--- src/rtl/fetch_sequencer_if.sv ---
// Handshake/bus bundle between the fetch sequencer and its environment
// (instruction memory, instruction register, execute stage, branch unit).
interface fetch_sequencer_if #(
    parameter int ADDR_W = 32
);
    logic              start;
    logic              halt;
    logic              imem_req;
    logic [ADDR_W-1:0] imem_addr;
    logic              imem_ack;
    logic [31:0]       imem_data;
    logic              imem_err;
    logic              ir_load;
    logic [31:0]       ir_data;
    logic              exec_valid;
    logic              exec_ready;
    logic              redirect_valid;
    logic [ADDR_W-1:0] redirect_pc;
    logic [ADDR_W-1:0] pc;
    logic              busy;
    logic              fault;

    modport master (
        input  start, halt, imem_ack, imem_data, imem_err,
               exec_ready, redirect_valid, redirect_pc,
        output imem_req, imem_addr, ir_load, ir_data, exec_valid,
               pc, busy, fault
    );

    modport slave (
        output start, halt, imem_ack, imem_data, imem_err,
               exec_ready, redirect_valid, redirect_pc,
        input  imem_req, imem_addr, ir_load, ir_data, exec_valid,
               pc, busy, fault
    );
endinterface

--- src/rtl/fetch_sequencer.sv ---
// Fetch-side controller: owns the PC, runs the imem req/ack handshake, loads
// the IR and holds it valid for execute; handles redirects, halt and faults.
module fetch_sequencer #(
    parameter int                ADDR_W   = 32,
    parameter logic [ADDR_W-1:0] PC_RESET = {ADDR_W{1'b0}},
    parameter int                PC_INC   = 4,
    parameter int                TIMEOUT  = 15
) (
    input  logic               clk,
    input  logic               reset,
    fetch_sequencer_if.master  bus
);

    localparam logic [ADDR_W-1:0] PC_STEP = ADDR_W'(PC_INC);
    localparam logic [7:0]        TO_LAST = 8'(TIMEOUT - 1);

    typedef enum logic [2:0] {
        ST_IDLE  = 3'd0,
        ST_REQ   = 3'd1,
        ST_LOAD  = 3'd2,
        ST_ISSUE = 3'd3,
        ST_FAULT = 3'd4
    } state_t;

    state_t            state_q, state_d;
    logic [ADDR_W-1:0] pc_q, pc_d;
    logic [ADDR_W-1:0] tgt_q, tgt_d;
    logic [31:0]       ir_q, ir_d;
    logic [7:0]        cnt_q, cnt_d;
    logic              pend_q, pend_d;
    logic              req_q, load_q, valid_q, busy_q, fault_q;

    // Next-state and datapath decisions for the fetch sequence
    always_comb begin
        state_d = state_q;
        pc_d    = pc_q;
        tgt_d   = tgt_q;
        ir_d    = ir_q;
        cnt_d   = cnt_q;
        pend_d  = pend_q;
        case (state_q)
            ST_IDLE: begin
                if (bus.start && !bus.halt) begin
                    state_d = ST_REQ;
                    cnt_d   = 8'd0;
                end else begin
                    state_d = ST_IDLE;
                end
            end
            ST_REQ: begin
                if (bus.imem_ack) begin
                    if (bus.imem_err) begin
                        state_d = ST_FAULT;
                    end else if (pend_q || bus.redirect_valid) begin
                        // Redirected while in flight: drop the word, refetch at target
                        pc_d    = bus.redirect_valid ? bus.redirect_pc : tgt_q;
                        pend_d  = 1'b0;
                        cnt_d   = 8'd0;
                        state_d = ST_REQ;
                    end else begin
                        ir_d    = bus.imem_data;
                        state_d = ST_LOAD;
                    end
                end else begin
                    if (bus.redirect_valid) begin
                        pend_d = 1'b1;
                        tgt_d  = bus.redirect_pc;
                    end else begin
                        pend_d = pend_q;
                    end
                    if (cnt_q == TO_LAST) begin
                        state_d = ST_FAULT;
                    end else begin
                        cnt_d   = cnt_q + 8'd1;
                        state_d = ST_REQ;
                    end
                end
            end
            ST_LOAD: begin
                if (bus.redirect_valid) begin
                    pc_d    = bus.redirect_pc;
                    cnt_d   = 8'd0;
                    state_d = ST_REQ;
                end else begin
                    pc_d    = pc_q + PC_STEP;
                    state_d = ST_ISSUE;
                end
            end
            ST_ISSUE: begin
                if (bus.redirect_valid || bus.exec_ready) begin
                    if (bus.redirect_valid) begin
                        pc_d = bus.redirect_pc;
                    end else begin
                        pc_d = pc_q;
                    end
                    cnt_d   = 8'd0;
                    state_d = bus.halt ? ST_IDLE : ST_REQ;
                end else begin
                    state_d = ST_ISSUE;
                end
            end
            ST_FAULT: begin
                state_d = ST_FAULT;
            end
            default: begin
                state_d = ST_FAULT;
            end
        endcase
    end

    // State, datapath registers and strobes registered from the next state
    always_ff @(posedge clk or negedge reset) begin
        if (!reset) begin
            state_q <= ST_IDLE;
            pc_q    <= PC_RESET;
            tgt_q   <= {ADDR_W{1'b0}};
            ir_q    <= 32'd0;
            cnt_q   <= 8'd0;
            pend_q  <= 1'b0;
            req_q   <= 1'b0;
            load_q  <= 1'b0;
            valid_q <= 1'b0;
            busy_q  <= 1'b0;
            fault_q <= 1'b0;
        end else begin
            state_q <= state_d;
            pc_q    <= pc_d;
            tgt_q   <= tgt_d;
            ir_q    <= ir_d;
            cnt_q   <= cnt_d;
            pend_q  <= pend_d;
            req_q   <= (state_d == ST_REQ);
            load_q  <= (state_d == ST_LOAD);
            valid_q <= (state_d == ST_ISSUE);
            busy_q  <= (state_d == ST_REQ) || (state_d == ST_LOAD) || (state_d == ST_ISSUE);
            fault_q <= (state_d == ST_FAULT);
        end
    end

    assign bus.imem_req   = req_q;
    assign bus.imem_addr  = pc_q;
    assign bus.ir_load    = load_q;
    assign bus.ir_data    = ir_q;
    assign bus.exec_valid = valid_q;
    assign bus.pc         = pc_q;
    assign bus.busy       = busy_q;
    assign bus.fault      = fault_q;

endmodule

--- src/flat_wrapper.sv ---
// flat-port wrapper written by rule: the top's interface ports become plain ports
module fetch_sequencer_flat 
#(
    parameter int                ADDR_W   = 32,
    parameter logic [ADDR_W-1:0] PC_RESET = {ADDR_W{1'b0}},
    parameter int                PC_INC   = 4,
    parameter int                TIMEOUT  = 15
)
  (clk, reset, bus_start, bus_halt, bus_imem_ack, bus_imem_data, bus_imem_err, bus_exec_ready, bus_redirect_valid, bus_redirect_pc, bus_imem_req, bus_imem_addr, bus_ir_load, bus_ir_data, bus_exec_valid, bus_pc, bus_busy, bus_fault);
  fetch_sequencer_if #(.ADDR_W(ADDR_W)) bus_i ();
  input  logic clk;
  input  logic reset;
  input wire logic [$bits(bus_i.start)-1:0] bus_start;
  input wire logic [$bits(bus_i.halt)-1:0] bus_halt;
  input wire logic [$bits(bus_i.imem_ack)-1:0] bus_imem_ack;
  input wire logic [$bits(bus_i.imem_data)-1:0] bus_imem_data;
  input wire logic [$bits(bus_i.imem_err)-1:0] bus_imem_err;
  input wire logic [$bits(bus_i.exec_ready)-1:0] bus_exec_ready;
  input wire logic [$bits(bus_i.redirect_valid)-1:0] bus_redirect_valid;
  input wire logic [$bits(bus_i.redirect_pc)-1:0] bus_redirect_pc;
  output wire logic [$bits(bus_i.imem_req)-1:0] bus_imem_req;
  output wire logic [$bits(bus_i.imem_addr)-1:0] bus_imem_addr;
  output wire logic [$bits(bus_i.ir_load)-1:0] bus_ir_load;
  output wire logic [$bits(bus_i.ir_data)-1:0] bus_ir_data;
  output wire logic [$bits(bus_i.exec_valid)-1:0] bus_exec_valid;
  output wire logic [$bits(bus_i.pc)-1:0] bus_pc;
  output wire logic [$bits(bus_i.busy)-1:0] bus_busy;
  output wire logic [$bits(bus_i.fault)-1:0] bus_fault;
  assign bus_i.start = bus_start;
  assign bus_i.halt = bus_halt;
  assign bus_i.imem_ack = bus_imem_ack;
  assign bus_i.imem_data = bus_imem_data;
  assign bus_i.imem_err = bus_imem_err;
  assign bus_i.exec_ready = bus_exec_ready;
  assign bus_i.redirect_valid = bus_redirect_valid;
  assign bus_i.redirect_pc = bus_redirect_pc;
  assign bus_imem_req = bus_i.imem_req;
  assign bus_imem_addr = bus_i.imem_addr;
  assign bus_ir_load = bus_i.ir_load;
  assign bus_ir_data = bus_i.ir_data;
  assign bus_exec_valid = bus_i.exec_valid;
  assign bus_pc = bus_i.pc;
  assign bus_busy = bus_i.busy;
  assign bus_fault = bus_i.fault;
  fetch_sequencer #(.ADDR_W(ADDR_W), .PC_RESET(PC_RESET), .PC_INC(PC_INC), .TIMEOUT(TIMEOUT)) u_core (.clk(clk), .reset(reset), .bus(bus_i));
endmodule
--- config.mk ---
export PLATFORM = sky130hd
export DESIGN_NAME = fetch_sequencer_flat
export DESIGN_NICKNAME = d
export VERILOG_FILES = /design/src/rtl/fetch_sequencer_if.sv /design/src/rtl/fetch_sequencer.sv /design/src/flat_wrapper.sv
export SDC_FILE = /design/constraint.sdc
export NUM_CORES = 1
export LEC_CHECK = 0
export BUFFER_PORTS_ARGS = -buffer_cell sky130_fd_sc_hd__buf_2
export CORE_AREA = 5 5 158 160
export CTS_CLUSTER_DIAMETER = 30
export DETAILED_ROUTE_END_ITERATION = 16
export DIE_AREA = 0 0 163 165
export PLACE_DENSITY_LB_ADDON = 0.08
export RECOVER_POWER = 100
export SYNTH_ARGS = -nofsm -noshare
export SYNTH_HDL_FRONTEND = slang
export SYNTH_SLANG_ARGS = --single-unit
--- constraint.sdc ---
create_clock -name clk -period 3 [get_ports clk]
set_input_delay 0.15 -clock clk [delete_from_list [all_inputs] [get_ports clk]]
set_output_delay 0.15 -clock clk [all_outputs]
set_load 0.1 [all_outputs]
==> results.ini, run 1 <==
[run_status]
run_status = finished with violations
violations = slew limit

[sta]
final-hold-violation-count = 0
worst_slew_pin_slew_ns = 1.501
grt_setup_unrepaired = no
fin_skew_ns = 0.007650
max_clock_freq_ghz = 0.3673
finalWorstSetupSlack_ns = 0.2771
period_share_pct = 90.76
finalWorstPathRequiredPeriod_ns = 2.723
slew_headroom_pct = -0.09555
timing.final.setup_violations = 0
maxSlewViolCount = 23
timing.setup.tns_ns = 0

[setup_path]
cp_data_required_time_ns = 3.31
cp.arrival_ns = 3.03
end_kind = register
setup.worst_path.class = register to register
ff2ff_setup_slack_ns = 0.28
crit_path_max_fanout = 47
worst_setup_path_start_kind = register

[clock_tree]
clock_latency_ns = 0.41
number_of_sinks_handled_by_clock_tree_synthesis = 113
cts_tree = done
number_of_h_tree_levels = 4
post_cts_resize_count = 0
cts.clk_slew.worst_paths_ns = 0.06
cts-hold-fix-buffers = 60
tritoncts.num_buffers = 17
clockBufferDepth = 2
post-cts-setup-buffers = 0
root_buffer = sky130_fd_sc_hd__clkbuf_16

[layout]
layout-area-overhead-vs-synth_pct = 33.85
layout_common_cells = sky130_fd_sc_hd__dfrtp_1, sky130_fd_sc_hd__clkbuf_1, sky130_fd_sc_hd__buf_2
ff_latch_area_mm2 = 0.002828
number_of_antenna_diodes = 0
final.fill_count = 2465
total_area_of_multi_input_combinational_cells_mm2 = 0.002406
finalNetCount = 799
final_common_cell = sky130_fd_sc_hd__dfrtp_1
layout.cell_area.non_filler_mm2 = 0.007669
layout-drive-gt1-share_pct = 22.12

[global_route]
grt_antenna_before_repair = 1
maximum_number_of_pins_on_one_net_before_global_route_repair = 57
number_of_global_route_vias_before_repair = 5043
grt_overflow = 0
globalRouteTotalUtil_pct = 13.10
grt_pass1_wl_um = 27730

[die]
num_rows = 56
die-height_um = 165
floorplan.die_area_mm2 = 0.02690
num_io_pins = 173
floorplan.core_area_mm2 = 0.02326
floorplan.initialDensity_pct = 24.63
chipWidth_um = 163

[synth]
synth_seq_area_share_pct = 49.36
synth_area_leader = sky130_fd_sc_hd__dfrtp_1
synth.area.top_cells = sky130_fd_sc_hd__dfrtp_1, sky130_fd_sc_hd__mux2_2, sky130_fd_sc_hd__buf_4
post_synth_instance_area_mm2 = 0.005729
synthFlopType = sky130_fd_sc_hd__dfrtp_1
postSynthRegisterBits = 113
synth-edff-count = 0
async_reset_ff_share_pct = 100.0
synth_top_cell_area_share_pct = 49.36
synth_cells = 525
yosysUniqueCellTypes = 62
synthesis.area_per_instance_um2 = 10.91
synth_fp_nets = 600
synthesis.yosys.warnings = 0

[place]
postPlaceCellArea_mm2 = 0.006701
place_congestion = 0.7563
portBuffers = 172
post-dp-hpwl_um = 12040
dp_slack_ns = 0.6180

[drt]
final_antenna_net_count = 0
wl_per_cell_um = 16.60
drt-initial-drc-count = 231
route.final.wire_length_um = 17530
drc = 0
detail_route.first_pass.iterations = 5
post_drt_via_cell_ratio = 4.592
vias = 4849

[run]
max_cap_violations = 0

[worst_hold_path]
worst_hold_path_type = input port to register

-- state kept, by name (all words and copies together), names as in the netlist --
register               cells
u_core.bus.imem_req        1
u_core.bus.exec_valid      1
u_core.bus.fault           1
u_core.bus.busy            1
u_core.state_q             3
u_core.cnt_q               8
u_core.bus.ir_data        32
u_core.tgt_q              32
u_core.bus.ir_load         1
u_core.bus.imem_addr      32
u_core.pend_q              1
-- critical path: stages (launching register included) --
cell,delay [ns]
sky130_fd_sc_hd__dfrtp_1,0.48
sky130_fd_sc_hd__or4b_2,1.18
sky130_fd_sc_hd__nor3_1,0.50
sky130_fd_sc_hd__nand4_1,0.19
sky130_fd_sc_hd__o311ai_1,0.25
-- cell usage after synthesis, drive strengths merged (2+ instances only) --
cell and number:
a31oi 14, nor3b 2, xnor2 2, nand2b 3, and4 2, dfrtp 113
and3 12, a21oi 14, nor4 5, a222oi 5, and2 2, o31a 6
nor3 9, o2bb2ai 2, o22ai 6, ha 3, o21a 2, a221oi 10
nand2 19, clkbuf 13, nand3 14, nand4 13, inv 16, or4 2
or3 2, a41oi 2, o21ai 55, nor2 26, nor2b 4, buf 49
mux2 66, a22oi 10, a22o 6
-- final cells by class --
cell class / count / area share, %
sequential: 113 / 36.87
timing repair buffer: 242 / 18.34
tap: 319 / 5.205
inverter: 16 / 0.7832
clock inverter: 14 / 1.697
multi-input combinational: 334 / 31.38
clock buffer: 18 / 5.727
-- cell families after synthesis --
group,share of synthesized area (%)
multiplexers,13.15
XOR/XNOR,0.3058
AND/OR/NAND/NOR,11.92
adder cells (fa/ha/maj),0.6552
flip-flops,49.36
AO/OA/AOI/OAI,16.77
buffers and inverters,7.840
-- final timing paths --
check	startpoint	end	cells past startpoint
worst min register to register	u_core.bus.ir_data[6]	u_core.bus.ir_data[6]	1
worst min-delay path	bus_redirect_pc[30]	u_core.tgt_q[30]	2
min in group asynchronous	reset	u_core.tgt_q[19]	2
worst max register to register	u_core.state_q[2]	u_core.bus.imem_addr[30]	4
max in group asynchronous	reset	u_core.tgt_q[10]	3
worst max-delay path	u_core.state_q[2]	u_core.bus.imem_addr[30]	4
-- metrics by stage --
stage / cells / hold slack, ns / util, %
after floorplan: 525 / -0.1456 / -
after global placement: 964 / 0.2690 / 28.81
after detailed placement: 964 / 0.2804 / 28.81
after CTS: 1056 / 0.0007412 / 33.84
after global routing: 1056 / 0.008003 / 32.97
final: 1056 / 0.02250 / 32.97
-- layer usage --
layer / global-route usage [%] / vias to the layer above / part of all wire, %
li1: - / 2343 / -
met1: 16.73 / 2342 / 45
met2: 21.43 / 148 / 47
met3: 4.193 / 14 / 6.6
met4: 3.660 / 2 / 1.0
met5: 0 / - / 0.074
Power of run 1 is not shown: default switching activity piles up to over one toggle a cycle in this logic, so the estimate is an artifact.
==> run 2, diff against run 1 <==
PLACE_DENSITY = 0.51   (was not set)
PLACE_DENSITY_LB_ADDON = not set   (was 0.08)
==> results.ini, run 2 (synthesis gave the netlist of run 1 again) <==
[run_status]
run_status = complete, no violations

[setup_path]
timing.critical_path.cells = or3b_1 -> nor2_1 -> nand2_1 -> clkbuf_2 -> mux2_1
worst_setup_path_start_kind = register
ff2ff_setup_slack_ns = 0.38
worstSetupPathDepth = 5
setup.worst_path.class = register to register
cp_data_required_time_ns = 3.29
crit_path_max_fanout = 32
delay_of_the_slowest_critical_path_stage_ns = 0.56
cp_num_buf_inv = 1
max_stage_delay_cell_worst_path = sky130_fd_sc_hd__clkbuf_2
end_kind = register
reg2regPathDepth = 5
critical_path.top_delay_family = simple AND/OR/NAND/NOR gates
cp.arrival_ns = 2.92

[clock_tree]
tritoncts.num_buffers = 17
clock_latency_ns = 0.41
clockBufferDepth = 2
number_of_h_tree_levels = 4
cts_tree = done
root_buffer = sky130_fd_sc_hd__clkbuf_16
cts.clk_slew.worst_paths_ns = 0.05
number_of_sinks_handled_by_clock_tree_synthesis = 113
post-cts-setup-buffers = 0

[worst_hold_path]
worst_hold_path_type = input port to register
worst_hold_path.num_cells = 2

[global_route]
number_of_global_route_vias_before_repair = 4962
grt_pass1_wl_um = 27430
grt_antenna_before_repair = 2
grt_overflow = 0
globalRouteTotalUtil_pct = 13.06
maximum_number_of_pins_on_one_net_before_global_route_repair = 43

[layout]
layout-drive-gt1-share_pct = 21.73
layout_common_cells = sky130_fd_sc_hd__dfrtp_1, sky130_fd_sc_hd__clkbuf_1, sky130_fd_sc_hd__buf_2
final_common_cell = sky130_fd_sc_hd__dfrtp_1
total_area_of_multi_input_combinational_cells_mm2 = 0.002412
layout-area-overhead-vs-synth_pct = 34.42
ff_latch_area_mm2 = 0.002828
finalNetCount = 803
final.fill_count = 2451

[die]
floorplan.core_area_mm2 = 0.02326
die-height_um = 165
num_io_pins = 173
chipWidth_um = 163
floorplan.die_area_mm2 = 0.02690
floorplan.initialDensity_pct = 24.63
num_rows = 56

[drt]
drt-initial-drc-count = 309
detail_route.first_pass.iterations = 5
drc = 0
wl_per_cell_um = 16.16
vias = 4899
post_drt_via_cell_ratio = 4.613
route.final.wire_length_um = 17170
final_antenna_net_count = 0

[sta]
finalWorstPathRequiredPeriod_ns = 2.623
maxSlewViolCount = 0
slew_headroom_pct = 15.64
max_clock_freq_ghz = 0.3812
timing.setup.tns_ns = 0
timing.final.setup_violations = 0
worst_slew_pin_slew_ns = 1.271
grt_setup_unrepaired = no
final-hold-violation-count = 0
fin_skew_ns = 0.008759
period_share_pct = 87.44

[run]
max_cap_violations = 0

[place]
portBuffers = 172
post-dp-hpwl_um = 11850
place_congestion = 0.7414

run 2: changes by cell type in the layout (fill, tap and decap cells not counted), sizes merged:
| cell | previous run | this run |
|---|---|---|
| bufinv | 1 | 2 |
| dlygate4sd3 | 60 | 63 |
| clkinvlp | 2 | 3 |
| clkinv | 6 | 5 |
| inv | 21 | 16 |
| diode | 0 | 2 |
| clkbuf | 125 | 130 |
run 2: layout make-up:
| type | instances | area share, % |
|---|---|---|
| clock buffer | 22 | 5.898 |
| inverter | 16 | 0.7799 |
| multi-input combinational | 334 | 31.32 |
| sequential | 113 | 36.72 |
| clock inverter | 10 | 1.446 |
| timing repair buffer | 246 | 18.59 |
| tap | 319 | 5.183 |
| antenna | 2 | 0.06499 |
run 2: routing by layer:
metal	wire length, um	track usage (%)
met2	8051	20.85
met3	1064	3.818
met5	0	0
met1	7781	16.88
met4	269	4.727
run 2: through the flow:
step	cells	cell area, um^2	hold slack, ns	utilization [%]	setup WS, ns
after floorplan	525	5729	-0.1456	-	0.3222
after global placement	965	6696	0.1983	28.79	0.7085
after detailed placement	965	6696	0.2020	28.79	0.6384
after CTS	1060	7893	0.007211	33.93	0.6351
after global routing	1062	7701	0.01763	33.11	0.1904
final	1062	7701	0.03199	33.11	0.3768
run 2: repair_timing:
action	CTS	global route
resized for setup	0	0
endpoints found under the hold margin	101	0
hold buffers	63	0
run 2: path summary, 6_finish.rpt:
kind / start / end
hold / removal: bus_redirect_pc[12] / u_core.tgt_q[12]
setup / recovery: u_core.state_q[0] / u_core.tgt_q[19]
hold reg to reg: u_core.bus.ir_data[0] / u_core.bus.ir_data[0]
min in group asynchronous: reset / u_core.tgt_q[17]
setup reg to reg: u_core.state_q[0] / u_core.tgt_q[19]
max in group asynchronous: reset / u_core.bus.imem_addr[1]
Power of run 2 is left out for the same reason.
==> run 3, diff against run 2 <==
ABC_AREA = 1   (was not set)
CORE_AREA = 5 5 169 171   (was 5 5 158 160)
CTS_CLUSTER_DIAMETER = 40   (was 30)
DIE_AREA = 0 0 174 176   (was 0 0 163 165)
PLACE_DENSITY = 0.5   (was 0.51)
SKIP_LAST_GASP = 1   (was not set)
==> results.ini, run 3 <==
[run_status]
run_status = finished with violations
violations = capacitance limit, slew limit

[synth]
synthXorXnorAreaFrac_pct = 0.2651
synth-edff-count = 0
most_frequent_cells_after_synthesis = sky130_fd_sc_hd__nand2_1, sky130_fd_sc_hd__dfrtp_1, sky130_fd_sc_hd__nor2_1
main_combinational_cell_family_by_area_after_synthesis = simple AND/OR/NAND/NOR gates
synth_seq_area_share_pct = 42.79
yosysUniqueCellTypes = 33
yosysMostFrequentCell = sky130_fd_sc_hd__nand2_1
postSynthRegisterBits = 113
post_synth_instance_area_mm2 = 0.006609
synthFlopType = sky130_fd_sc_hd__dfrtp_1
synth_fp_nets = 974
async_reset_ff_share_pct = 100.0
synth_top_cell_area_share_pct = 42.79
synthesis.yosys.warnings = 0
synth_cells = 899
synth_compound_area_share_pct = 9.258
synth-adder-area-share_pct = 0.5680
synth.area.top_cells = sky130_fd_sc_hd__dfrtp_1, sky130_fd_sc_hd__nand2_1, sky130_fd_sc_hd__o21ai_0
synthesis.area_per_instance_um2 = 7.351
synth_area_leader = sky130_fd_sc_hd__dfrtp_1
synth_simple_gate_area_share_pct = 29.95
synth.area.mux_share_pct = 5.755

[setup_path]
rr_startpoint = u_core.state_q[1]
setup.worst_path.class = register to register
max_stage_delay_cell_worst_path = sky130_fd_sc_hd__nor2_1
timing.critical_path.cells = inv_1 -> nand3_4 -> nor2_1 -> clkbuf_2 -> mux2_2
ff2ff_setup_slack_ns = 0.34
reg2regPathDepth = 5
crit_path_max_fanout = 26
worst_setup_path_start_kind = register
cp_data_required_time_ns = 3.30
cp.arrival_ns = 2.96
setup.worst_path.start = u_core.state_q[1]
delay_of_the_slowest_critical_path_stage_ns = 0.69
timing.rr.end = u_core.bus.ir_data[21]
end_kind = register
critical_path.top_delay_family = buffers and inverters
cp_num_buf_inv = 2

[place]
place_congestion = 0.8309
portBuffers = 172
dp_slack_ns = 0.5199
post-dp-hpwl_um = 15400

[global_route]
number_of_global_route_vias_before_repair = 6365
grt_antenna_before_repair = 3
globalRouteTotalUtil_pct = 14.01
maximum_number_of_pins_on_one_net_before_global_route_repair = 62
grt_pass1_wl_um = 34240
grt_overflow = 0

[clock_tree]
cts.clk_slew.worst_paths_ns = 0.06
post-cts-setup-buffers = 0
clock_latency_ns = 0.42
root_buffer = sky130_fd_sc_hd__clkbuf_16
number_of_sinks_handled_by_clock_tree_synthesis = 113
cts-hold-fix-buffers = 33
cts_tree = done
post_cts_resize_count = 0
clockBufferDepth = 2
tritoncts.num_buffers = 17
number_of_h_tree_levels = 4

[sta]
final-hold-violation-count = 0
max_clock_freq_ghz = 0.3757
timing.setup.tns_ns = 0
finalWorstSetupSlack_ns = 0.3381
grt_setup_unrepaired = no
fin_skew_ns = 0.01215
worst_slew_pin_slew_ns = 1.517
timing.final.setup_violations = 0
period_share_pct = 88.73
finalWorstPathRequiredPeriod_ns = 2.662
maxSlewViolCount = 61
slew_headroom_pct = -1.166

[layout]
finalNetCount = 1144
layout-area-overhead-vs-synth_pct = 26.64
number_of_antenna_diodes = 0
layout-drive-gt1-share_pct = 14.33
layout_common_cells = sky130_fd_sc_hd__nand2_1, sky130_fd_sc_hd__dfrtp_1, sky130_fd_sc_hd__nor2_1
final_common_cell = sky130_fd_sc_hd__nand2_1

[die]
num_rows = 60
chipWidth_um = 174
floorplan.initialDensity_pct = 24.73
floorplan.die_area_mm2 = 0.03062
die-height_um = 176
num_io_pins = 173
floorplan.core_area_mm2 = 0.02673

[power]
leakagePower_nw = 3.976
powerDensity_mw_per_mm2 = 533.2
fin_total_pwr_w = 0.004463
worst_ir_drop_vdd_v = 0.0003150

[drt]
post_drt_via_cell_ratio = 4.500
vias = 6404
detail_route.first_pass.iterations = 5
wl_per_cell_um = 14.94
drt-initial-drc-count = 360
route.final.wire_length_um = 21260
drc = 0
final_antenna_net_count = 0

[worst_hold_path]
holdCritStartpoint = bus_redirect_pc[7]
worst_hold_path.num_cells = 3
worst_hold_path_type = input port to register
hold-path-endpoint = u_core.bus.imem_addr[7]

[run]
max_cap_violations = 1

run 3: changes by cell type after synthesis, moves of 10 or more:
cell,previous run,this run
sky130_fd_sc_hd__and3_1,12,0
sky130_fd_sc_hd__a31oi_1,13,1
sky130_fd_sc_hd__mux2_2,44,32
sky130_fd_sc_hd__nand3_1,13,64
sky130_fd_sc_hd__nor2_1,24,100
sky130_fd_sc_hd__a221oi_1,10,0
sky130_fd_sc_hd__mux2_1,22,0
sky130_fd_sc_hd__nand2_1,19,272
sky130_fd_sc_hd__o21ai_0,41,82
sky130_fd_sc_hd__inv_1,16,91
run 3: final cells by class:
cell class                 instances  area (um^2)
tap                              341        426.7
inverter                          96        360.3
fill                            2995        18360
clock inverter                    14        178.9
timing repair buffer             213         1120
multi-input combinational        628         3017
clock buffer                      18        439.2
sequential                       113         2828
run 3: through the flow:
stage	hold WS [ns]	cells	util, %	cell area (um^2)
3_5_place_dp	0.3124	1358	28.37	7582
6_report	0.07197	1423	31.32	8369
4_1_cts	0.05325	1423	31.92	8531
5_1_grt	0.07375	1423	31.32	8369
3_3_place_gp	0.3174	1358	28.37	7582
2_1_floorplan	-0.1456	899	-	6609
run 3: power by group:
| part | switching (W) | total (W) | internal (W) |
|---|---|---|---|
| combinational | 0.000545 | 0.000690 | 0.000146 |
| clock | 0.000802 | 0.00214 | 0.00134 |
| sequential | 0.0000511 | 0.00163 | 0.00158 |
run 3: how the worst max path moves through the flow:
stage | endpoint | cells after the start
after floorplan | u_core.bus.imem_addr[20] | 9
after global placement | u_core.bus.imem_addr[17] | 8
after detailed placement | u_core.bus.imem_addr[17] | 8
after CTS | u_core.bus.imem_addr[17] | 8
after global routing | u_core.bus.imem_addr[21] | 3
final | u_core.bus.ir_data[21] | 5
run 3: worst min-delay path, delay by kind of cell:
family | cells | cell delay, ns
and+or+nand+nor | 1 | 0.08
buffers and inverters | 1 | 0.13
AOI/OAI and AO/OA | 1 | 0.09
run 3: layer usage:
layer	vias to the layer above	wire (um)	global-route usage (%)
met1	2969	9670	18.62
met5	-	34	0
met4	6	230	3.662
met2	210	9766	22.46
met3	21	1556	4.069
li1	3198	-	-
run 3: logic make-up (layout without fill, tap and decap cells):
kind of cell | Yosys count | after routing
AOI/OAI and AO/OA | 114 | 114
xor gates and xnor gates | 2 | 2
DFF | 113 | 113
buffers and inverters | 158 | 341
muxes | 34 | 34
and+or+nand+nor | 475 | 475
adders and majority gates | 3 | 3
Note: power is estimated with default switching activity, not from simulation.
